<file path="src/rtl/uart_rx_engine_if.sv">
// Peripheral-bus side of the UART receiver: status/data register pair plus the
// one-cycle acknowledge. The bus is the master, the receiver engine the slave.
interface uart_rx_engine_if;
   logic       rx_ack;
   logic [7:0] rx_data;
   logic       rx_status;
   logic       overrun;
   logic       frame_err;
   logic       rx_busy;

   modport master (
      output rx_ack,
      input  rx_data, rx_status, overrun, frame_err, rx_busy
   );

   modport slave (
      input  rx_ack,
      output rx_data, rx_status, overrun, frame_err, rx_busy
   );
endinterface

</file>
<file path="src/rtl/uart_rx_engine.sv">
// 8-bit LSB-first UART receiver with 16x oversampling and a bus status/data pair.
// Define UART_RX_PARITY_EN to expect one even-parity bit between D7 and the stop bit.
module uart_rx_engine #(
   parameter int CLK_DIV = 651,
   parameter int DIV_W   = 10
) (
   input  logic            sysclk,
   input  logic            reset,
   input  logic            UART_RX,
   uart_rx_engine_if.slave bus
);

`ifdef UART_RX_PARITY_EN
   typedef enum logic [2:0] {IDLE, START, DATA, PARITY, STOP, BREAK} state_t;
`else
   typedef enum logic [2:0] {IDLE, START, DATA, STOP, BREAK} state_t;
`endif

   logic [1:0]       sync_q;
   logic             rx_s;
   logic [DIV_W-1:0] div_cnt;
   logic             tick;
   state_t           state;
   logic [3:0]       os;
   logic [2:0]       bit_idx;
   logic [7:0]       shift_q;
`ifdef UART_RX_PARITY_EN
   logic             par_ok;
`endif

   // Two-flop synchronizer; idle-high reset keeps a false start edge out of reset.
   always_ff @(posedge sysclk or negedge reset) begin
      if (!reset) begin
         sync_q <= 2'b11;
      end else begin
         sync_q <= {sync_q[0], UART_RX};
      end
   end

   assign rx_s = sync_q[1];

   // Free-running oversample divider, not re-phased on the start edge.
   always_ff @(posedge sysclk or negedge reset) begin
      if (!reset) begin
         div_cnt <= '0;
      end else if (div_cnt == DIV_W'(CLK_DIV - 1)) begin
         div_cnt <= '0;
      end else begin
         div_cnt <= div_cnt + DIV_W'(1);
      end
   end

   assign tick = (div_cnt == DIV_W'(CLK_DIV - 1));

   always_ff @(posedge sysclk or negedge reset) begin
      if (!reset) begin
         state         <= IDLE;
         os            <= '0;
         bit_idx       <= '0;
         shift_q       <= '0;
`ifdef UART_RX_PARITY_EN
         par_ok        <= 1'b0;
`endif
         bus.rx_data   <= '0;
         bus.rx_status <= 1'b0;
         bus.overrun   <= 1'b0;
         bus.frame_err <= 1'b0;
         bus.rx_busy   <= 1'b0;
      end else begin
         // NOTE: the ack clear comes first; a later non-blocking assignment to the
         // same register in this block wins, so commit and frame-error set override it.
         if (bus.rx_ack) begin
            bus.rx_status <= 1'b0;
            bus.overrun   <= 1'b0;
            bus.frame_err <= 1'b0;
         end

         if (tick) begin
            case (state)
               IDLE: begin
                  if (!rx_s) begin
                     os          <= '0;
                     state       <= START;
                     bus.rx_busy <= 1'b1;
                  end
               end

               START: begin
                  if (os == 4'd7) begin
                     if (rx_s) begin
                        state       <= IDLE;
                        bus.rx_busy <= 1'b0;
                     end else begin
                        os      <= '0;
                        bit_idx <= '0;
                        state   <= DATA;
                     end
                  end else begin
                     os <= os + 4'd1;
                  end
               end

               DATA: begin
                  if (os == 4'd15) begin
                     shift_q[bit_idx] <= rx_s;
                     os               <= '0;
                     bit_idx          <= bit_idx + 3'd1;
                     if (bit_idx == 3'd7) begin
`ifdef UART_RX_PARITY_EN
                        state <= PARITY;
`else
                        state <= STOP;
`endif
                     end
                  end else begin
                     os <= os + 4'd1;
                  end
               end

`ifdef UART_RX_PARITY_EN
               PARITY: begin
                  if (os == 4'd15) begin
                     // Even parity: data bits plus parity bit have an even count of ones.
                     par_ok <= ~(^{shift_q, rx_s});
                     os     <= '0;
                     state  <= STOP;
                  end else begin
                     os <= os + 4'd1;
                  end
               end
`endif

               STOP: begin
                  if (os == 4'd15) begin
                     if (!rx_s) begin
                        bus.frame_err <= 1'b1;
                        state         <= BREAK;
                     end else begin
                        state       <= IDLE;
                        bus.rx_busy <= 1'b0;
`ifdef UART_RX_PARITY_EN
                        if (!par_ok) begin
                           bus.frame_err <= 1'b1;
                        end else begin
                           bus.rx_data   <= shift_q;
                           bus.rx_status <= 1'b1;
                           if (bus.rx_status && !bus.rx_ack) bus.overrun <= 1'b1;
                        end
`else
                        bus.rx_data   <= shift_q;
                        bus.rx_status <= 1'b1;
                        if (bus.rx_status && !bus.rx_ack) bus.overrun <= 1'b1;
`endif
                     end
                  end else begin
                     os <= os + 4'd1;
                  end
               end

               // A held-low line stays here, so it reports a single frame error.
               BREAK: begin
                  if (rx_s) begin
                     state       <= IDLE;
                     bus.rx_busy <= 1'b0;
                  end
               end

               default: begin
                  state       <= IDLE;
                  bus.rx_busy <= 1'b0;
               end
            endcase
         end
      end
   end

endmodule
</file>
<file path="src/flat_wrapper.sv">
// flat-port wrapper written by rule: the top's interface ports become plain ports
module uart_rx_engine_flat 
#(
   parameter int CLK_DIV = 651,
   parameter int DIV_W   = 10
)
  (sysclk, reset, UART_RX, bus_rx_ack, bus_rx_data, bus_rx_status, bus_overrun, bus_frame_err, bus_rx_busy);
  uart_rx_engine_if bus_i ();
  input  logic sysclk;
  input  logic reset;
  input  logic UART_RX;
  input wire logic [$bits(bus_i.rx_ack)-1:0] bus_rx_ack;
  output wire logic [$bits(bus_i.rx_data)-1:0] bus_rx_data;
  output wire logic [$bits(bus_i.rx_status)-1:0] bus_rx_status;
  output wire logic [$bits(bus_i.overrun)-1:0] bus_overrun;
  output wire logic [$bits(bus_i.frame_err)-1:0] bus_frame_err;
  output wire logic [$bits(bus_i.rx_busy)-1:0] bus_rx_busy;
  assign bus_i.rx_ack = bus_rx_ack;
  assign bus_rx_data = bus_i.rx_data;
  assign bus_rx_status = bus_i.rx_status;
  assign bus_overrun = bus_i.overrun;
  assign bus_frame_err = bus_i.frame_err;
  assign bus_rx_busy = bus_i.rx_busy;
  uart_rx_engine #(.CLK_DIV(CLK_DIV), .DIV_W(DIV_W)) u_core (.sysclk(sysclk), .reset(reset), .UART_RX(UART_RX), .bus(bus_i));
endmodule
</file>
<file path="config.mk">
export PLATFORM = sky130hd
export DESIGN_NAME = uart_rx_engine_flat
export DESIGN_NICKNAME = d
export VERILOG_FILES = /design/src/rtl/uart_rx_engine_if.sv /design/src/rtl/uart_rx_engine.sv /design/src/flat_wrapper.sv
export SDC_FILE = /design/constraint.sdc
export NUM_CORES = 1
export LEC_CHECK = 0
export CAP_MARGIN = 20
export CORE_ASPECT_RATIO = 1.75
export CORE_MARGIN = 10
export CORE_UTILIZATION = 57
export DETAILED_ROUTE_END_ITERATION = 7
export GPL_TIMING_DRIVEN = 0
export PLACE_DENSITY = 0.75
export SYNTH_ARGS = -nofsm -noshare
export SYNTH_HDL_FRONTEND = slang
export SYNTH_SLANG_ARGS = --single-unit
</file>
<file path="constraint.sdc">
create_clock -name sysclk -period 2.9 [get_ports sysclk]
set_clock_uncertainty 0.1 [all_clocks]
set_input_delay 0.435 -clock sysclk [delete_from_list [all_inputs] [get_ports sysclk]]
set_output_delay 0.435 -clock sysclk [all_outputs]
set_load 0.01 [all_outputs]
</file>
== After elaboration in Yosys (flattened, before gate mapping) ==
Cells that the tools add are included.
Widths: inputs -> output; s select.
Storage, ports and cells
  register bits after elaboration: 42
  bits in latches: 0
  memory bits (writable): 0
  bits in read-only memories: 0
  bits of input ports: 4
  output and inout port bits: 12
  memories: 0
Operators by class
  add/sub/neg operators: 3
  multiply operators: 0
  divide/modulo/power cells: 0
  order comparisons: 2
  equality and inequality tests: 16
  shift-type cells: 0
  mux-type cells: 43
  bitwise logic cells: 1
  reductions and logical operators: 12
Operators by type and width (count)
  $mux 3: 10
  $mux 1: 21
  $mux 4: 4
  $pmux 4 s4: 1
  $pmux 3 s5: 1
  $add 10x1->10 const B: 1
  $eq 10x10->1 const B: 1
  $mux 10: 1
  $ne 2x1->1 const B: 5
  $reduce_and 5->1: 2
  $bwmux 8: 1
  $reduce_and 7->1: 1
  $eq 3x2->1 const B: 2
  $eq 3x3->1 const B: 2
  $ne 2x2->1 const B: 3
  $pmux 3 s2: 1
  $reduce_and 3->1: 2
  $pmux 1 s5: 1
  $add 4x1->4 const B: 1
  $eq 4x3->1 const B: 1
  $eq 4x4->1 const B: 1
  $lt 3x4->1 const B: 1
  $reduce_and 4->1: 1
  $reduce_bool 4->1: 1
  other kinds (10): 11

== Depth between registers and ports, before layout ==
  depth in word-level cells: 7
  mapped depth: 7
  mapped depth without buffers: 6

== Worst setup path after synthesis ==
No wires, ideal clock.
  path kind: reg2reg
  from: reg u_core.div_cnt[0]
  to: reg u_core.state[0]
  arrival time: 1.937 ns
  required time: 2.672 ns
  setup slack: 0.735 ns
  cell stages (with the launch flop): 8
  path buffers: 1
  cell sequence: dfrtp_1 inv_1 ha_1 nand4b_1 or3_1 buf_6 nor4_4 mux2_1
On the way
  cells in the longest elaborated chain, start to end: 2
Ends and longest elaborated chain
  start, declared: RTL line uart_rx_engine.sv:21  | logic [DIV_W-1:0] div_cnt;
  start signal, assigned: RTL line uart_rx_engine.sv:49  | div_cnt <= div_cnt + DIV_W'(1);
  $eq 10x10->1: RTL line uart_rx_engine.sv:53  | assign tick = (div_cnt == DIV_W'(CLK_DIV - 1));
  $reduce_and 7->1 (no line)
  end signal, assigned: RTL line uart_rx_engine.sv:57  | state <= IDLE;
  end signal, assigned: RTL line uart_rx_engine.sv:83  | state <= START;
  end signal, assigned: RTL line uart_rx_engine.sv:91  | state <= IDLE;
  end, declared: RTL line uart_rx_engine.sv:23  | state_t state;
Every way passes these cells.
A chain may end at the register's enable or synchronous reset.

== Final worst setup path ==
  from: reg u_core.div_cnt[0]
  to: reg u_core.bus.rx_data[2]
On the way
  cells in the longest elaborated chain, start to end: 2
Ends and longest elaborated chain
  $eq 10x10->1: RTL line uart_rx_engine.sv:53
  $reduce_and 4->1 (no line)
  end signal, assigned: RTL line uart_rx_engine.sv:150  | bus.rx_data <= shift_q;
  end, declared: RTL line uart_rx_engine_if.sv:18  | output rx_data, rx_status, overrun, frame_err, rx_busy
Every way passes these cells.

==> flow_summary_export.csv <==
group,metric,value,unit
clock_tree,hold_buffers,0,
logic_synthesis,async_flop_share,100,%
timing,finalCriticalPeriod,2370,ps
critical_path,required,2980,ps
grt,grt_max_degree,43,
power,switching_power,0.000214,W
floorplanning,core_area,3590,um2
power,powerDensity,441,nW/um2
clock_tree,path_clk_slew,80,ps
layout,antenna_cells,0,
logic_synthesis,yosys-mux-area-fraction,11.7,%
status,outcome,"finished, final reports clean",
clock_tree,clock-sinks,42,
logic_synthesis,synth_edf_count,0,
logic_synthesis,syn_inst,183,
grt,first_global_vias,1608,
power,clockPowerShare,42.6,%
logic_synthesis,synth_top_family_by_area,"simple AND/OR/NAND/NOR gates",
logic_synthesis,yosys_warnings,0,
logic_synthesis,netlist_area,2100,um2
routing,avgRoutedWirePerCell,16.4,um
layout,layout_commonest_cell,"dfrtp_1",
routing,finalWirelength,4130,um
logic_synthesis,synthDistinctLibCells,41,
logic_synthesis,synth_adder_area_share,2.98,%
layout,utilization,67.1,%
clock_tree,root_buffer,"clkbuf_8",
logic_synthesis,syn_area_per_cell,11.5,um2
routing,vias,1507,
routing,drt_iter0_markers,30,
floorplanning,die_h,100,um
routing,ant_nets,0,
critical_path,crit_arrival,2450,ps
logic_synthesis,yosys.area_share.xor_xnor,4.59,%
clock_tree,clk_latency,300,ps
clock_tree,tritoncts,"built",
critical_path,worst_setup_path_end_kind,"flop",
place,place.port_buffers,15,
place,gp_congestion,0.881,
floorplanning,fp.dieArea,6600,um2
power,seqPwrFrac,55.4,%
floorplanning,die_width,65.9,um
logic_synthesis,syn_nets,192,
clock_tree,h-tree-depth,2,
critical_path,path_max_fanout,10,
timing,tns,0,ps
logic_synthesis,ys_seq_elements,42,
layout,drive_above_1_share,18.9,%
logic_synthesis,synth_flop_cell,"dfrtp_1",
timing,setup_viol,0,
power,switching_share,20.1,%
power,p_int,0.000850,W
critical_path,path_class,"flop to flop",
power,peakVddDrop,0.000416,V
logic_synthesis,synth_compound_area_share,6.02,%
timing,finalCritPeriodShare,81.8,%
grt,grt_usage,13.6,%
layout,syn2layout_area_growth,14.9,%
floorplanning,initial_utilization,58.4,%
clock_tree,cts_buffers,5,
power,combinationalPowerShare,2.0,%
routing,drc,0,
logic_synthesis,yosys.area_share.simple,21.3,%
place,dp_hpwl,3150,um
routing,drt-vias-per-instance,5.98,
timing,drv_slew,0,
floorplanning,placementRows,29,
grt,antenna_found_initial,0,
floorplanning,io_pins,16,
power,leakage,1.10,nW
clock_tree,post_cts_buffers,0,
routing,firstDrtPassIters,4,
min_path,hp-class,"primary input to asynchronous set/reset pin",
timing,rsz0062_at_grt,"no",
grt,grt_pass1_wl,7060,um
job,maxCapViolations,0,
timing,max_freq,422,MHz
timing,slew_headroom,37.1,%
layout,layout_common_cells,"40 x dfrtp_1, 17 x mux2_2, 15 x nor2_1",
timing,worst_slew_pin_slew,937,ps
logic_synthesis,synth_area_leader_cell,"dfrtp_1",
logic_synthesis,synth_top_cells_by_area,"dfrtp_1 48%, mux2_2 9.1%, ha_1 3.0%",
timing,hold_viol_final,0,
clock_tree,clk_path_buf_depth,2,
critical_path,startpoint_type,"flop",
layout,nets,214,
logic_synthesis,ys_seq_area_share,50.2,%
clock_tree,cts_resized,0,
grt,grt_overflow,0,
layout,fillCellCount,269,
logic_synthesis,synth_top_area_share,47.7,%
Yosys cell counts, types with 2 or more instances:
library cell / instances
mux2_1: 4
nand4b_1: 4
nand3b_1: 4
mux2_2: 17
dfrtp_1: 40
or3b_2: 2
and3_1: 2
o41ai_1: 4
nand2_1: 7
buf_2: 2
a22o_1: 2
nand3_1: 8
or2_2: 2
dfstp_2: 2
nand2b_1: 4
xor2_1: 4
nor4b_1: 4
nor2b_1: 2
nor2_1: 15
inv_1: 6
nor3_1: 5
ha_1: 5
nor4_4: 2
a21oi_1: 5
xnor2_1: 7
clkbuf_1: 6
nand4_1: 4
per-stage QoR:
stage	hold slack [ps]	power, W	setup WS [ps]	instances	cell area, um2
global placement	246	0.000623	317	244	2310
CTS	200	0.00107	517	252	2410
floorplan	39.4	0.000605	735	183	2100
detailed placement	247	0.000623	522	244	2300
global route	233	0.00110	379	252	2410
finish	166	0.00106	529	252	2410
power groups by stage:
| stage | clock (W) | combinational, W | sequential, W |
|---|---|---|---|
| after floorplan | 0 | 0.00000488 | 0.000601 |
| after global placement | 0 | 0.0000218 | 0.000601 |
| after detailed placement | 0 | 0.0000220 | 0.000601 |
| after CTS | 0.000462 | 0.0000221 | 0.000590 |
| after global routing | 0.000484 | 0.0000242 | 0.000590 |
| final | 0.000453 | 0.0000210 | 0.000590 |
sequential cells by signal, summed over array words and instances (netlist names):
register / flops
u_core.div_cnt: 10
u_core.bus.rx_data: 8
u_core.shift_q: 8
u_core.os: 4
u_core.bit_idx: 3
u_core.state: 3
u_core.sync_q: 2
u_core.bus.frame_err: 1
u_core.bus.overrun: 1
u_core.bus.rx_busy: 1
u_core.bus.rx_status: 1
path summary, 6_finish.rpt:
kind	start	endpoint	slack (ps)	depth (start not counted)
setup / recovery	u_core.div_cnt[0]	u_core.bus.rx_data[2]	530	7
hold / removal	reset	u_core.bus.rx_data[4]	170	1
setup reg to reg	u_core.div_cnt[0]	u_core.bus.rx_data[2]	530	7
hold reg to reg	u_core.sync_q[0]	u_core.sync_q[1]	260	0
max in group asynchronous	reset	u_core.os[2]	1950	1
min in group sysclk	u_core.sync_q[0]	u_core.sync_q[1]	260	0
cells by family (layout without fill, tap and decap cells):
group,Yosys count,in the layout
AO/OA/AOI/OAI,17,17
XOR/XNOR,11,11
adder cells (fa/ha/maj),5,5
buffers and inverters,15,38
flip-flops,42,42
multiplexers,22,22
AND/OR/NAND/NOR,71,71
layout make-up:
cell class	instances	area, um2	share of cell area (%)
buffer	9	43.8	1.82
multi-input combinational	126	978	40.6
clock buffer	6	72.6	3.01
timing repair buffer	15	145	6.02
clock inverter	2	37.5	1.56
sequential	42	1050	43.7
tap	46	57.6	2.39
inverter	6	22.5	0.934
critical path, cell delays in order, from the launching register on:
cell,delay (ps)
dfrtp_1,430
inv_1,80
ha_1,150
nand4b_1,190
nor4_4,570
and3_1,220
buf_2,170
mux2_2,350
metal layers:
metal | routed length, um | vias up | track usage, %
met1 | 1450 | 766 | 12.0
met3 | 152 | 9 | 3.34
met5 | 0 | - | 0
li1 | - | 703 | -
met4 | 79 | 0 | 7.45
met2 | 2440 | 29 | 26.2
No activity file was read; power rests on OpenSTA's default activity.
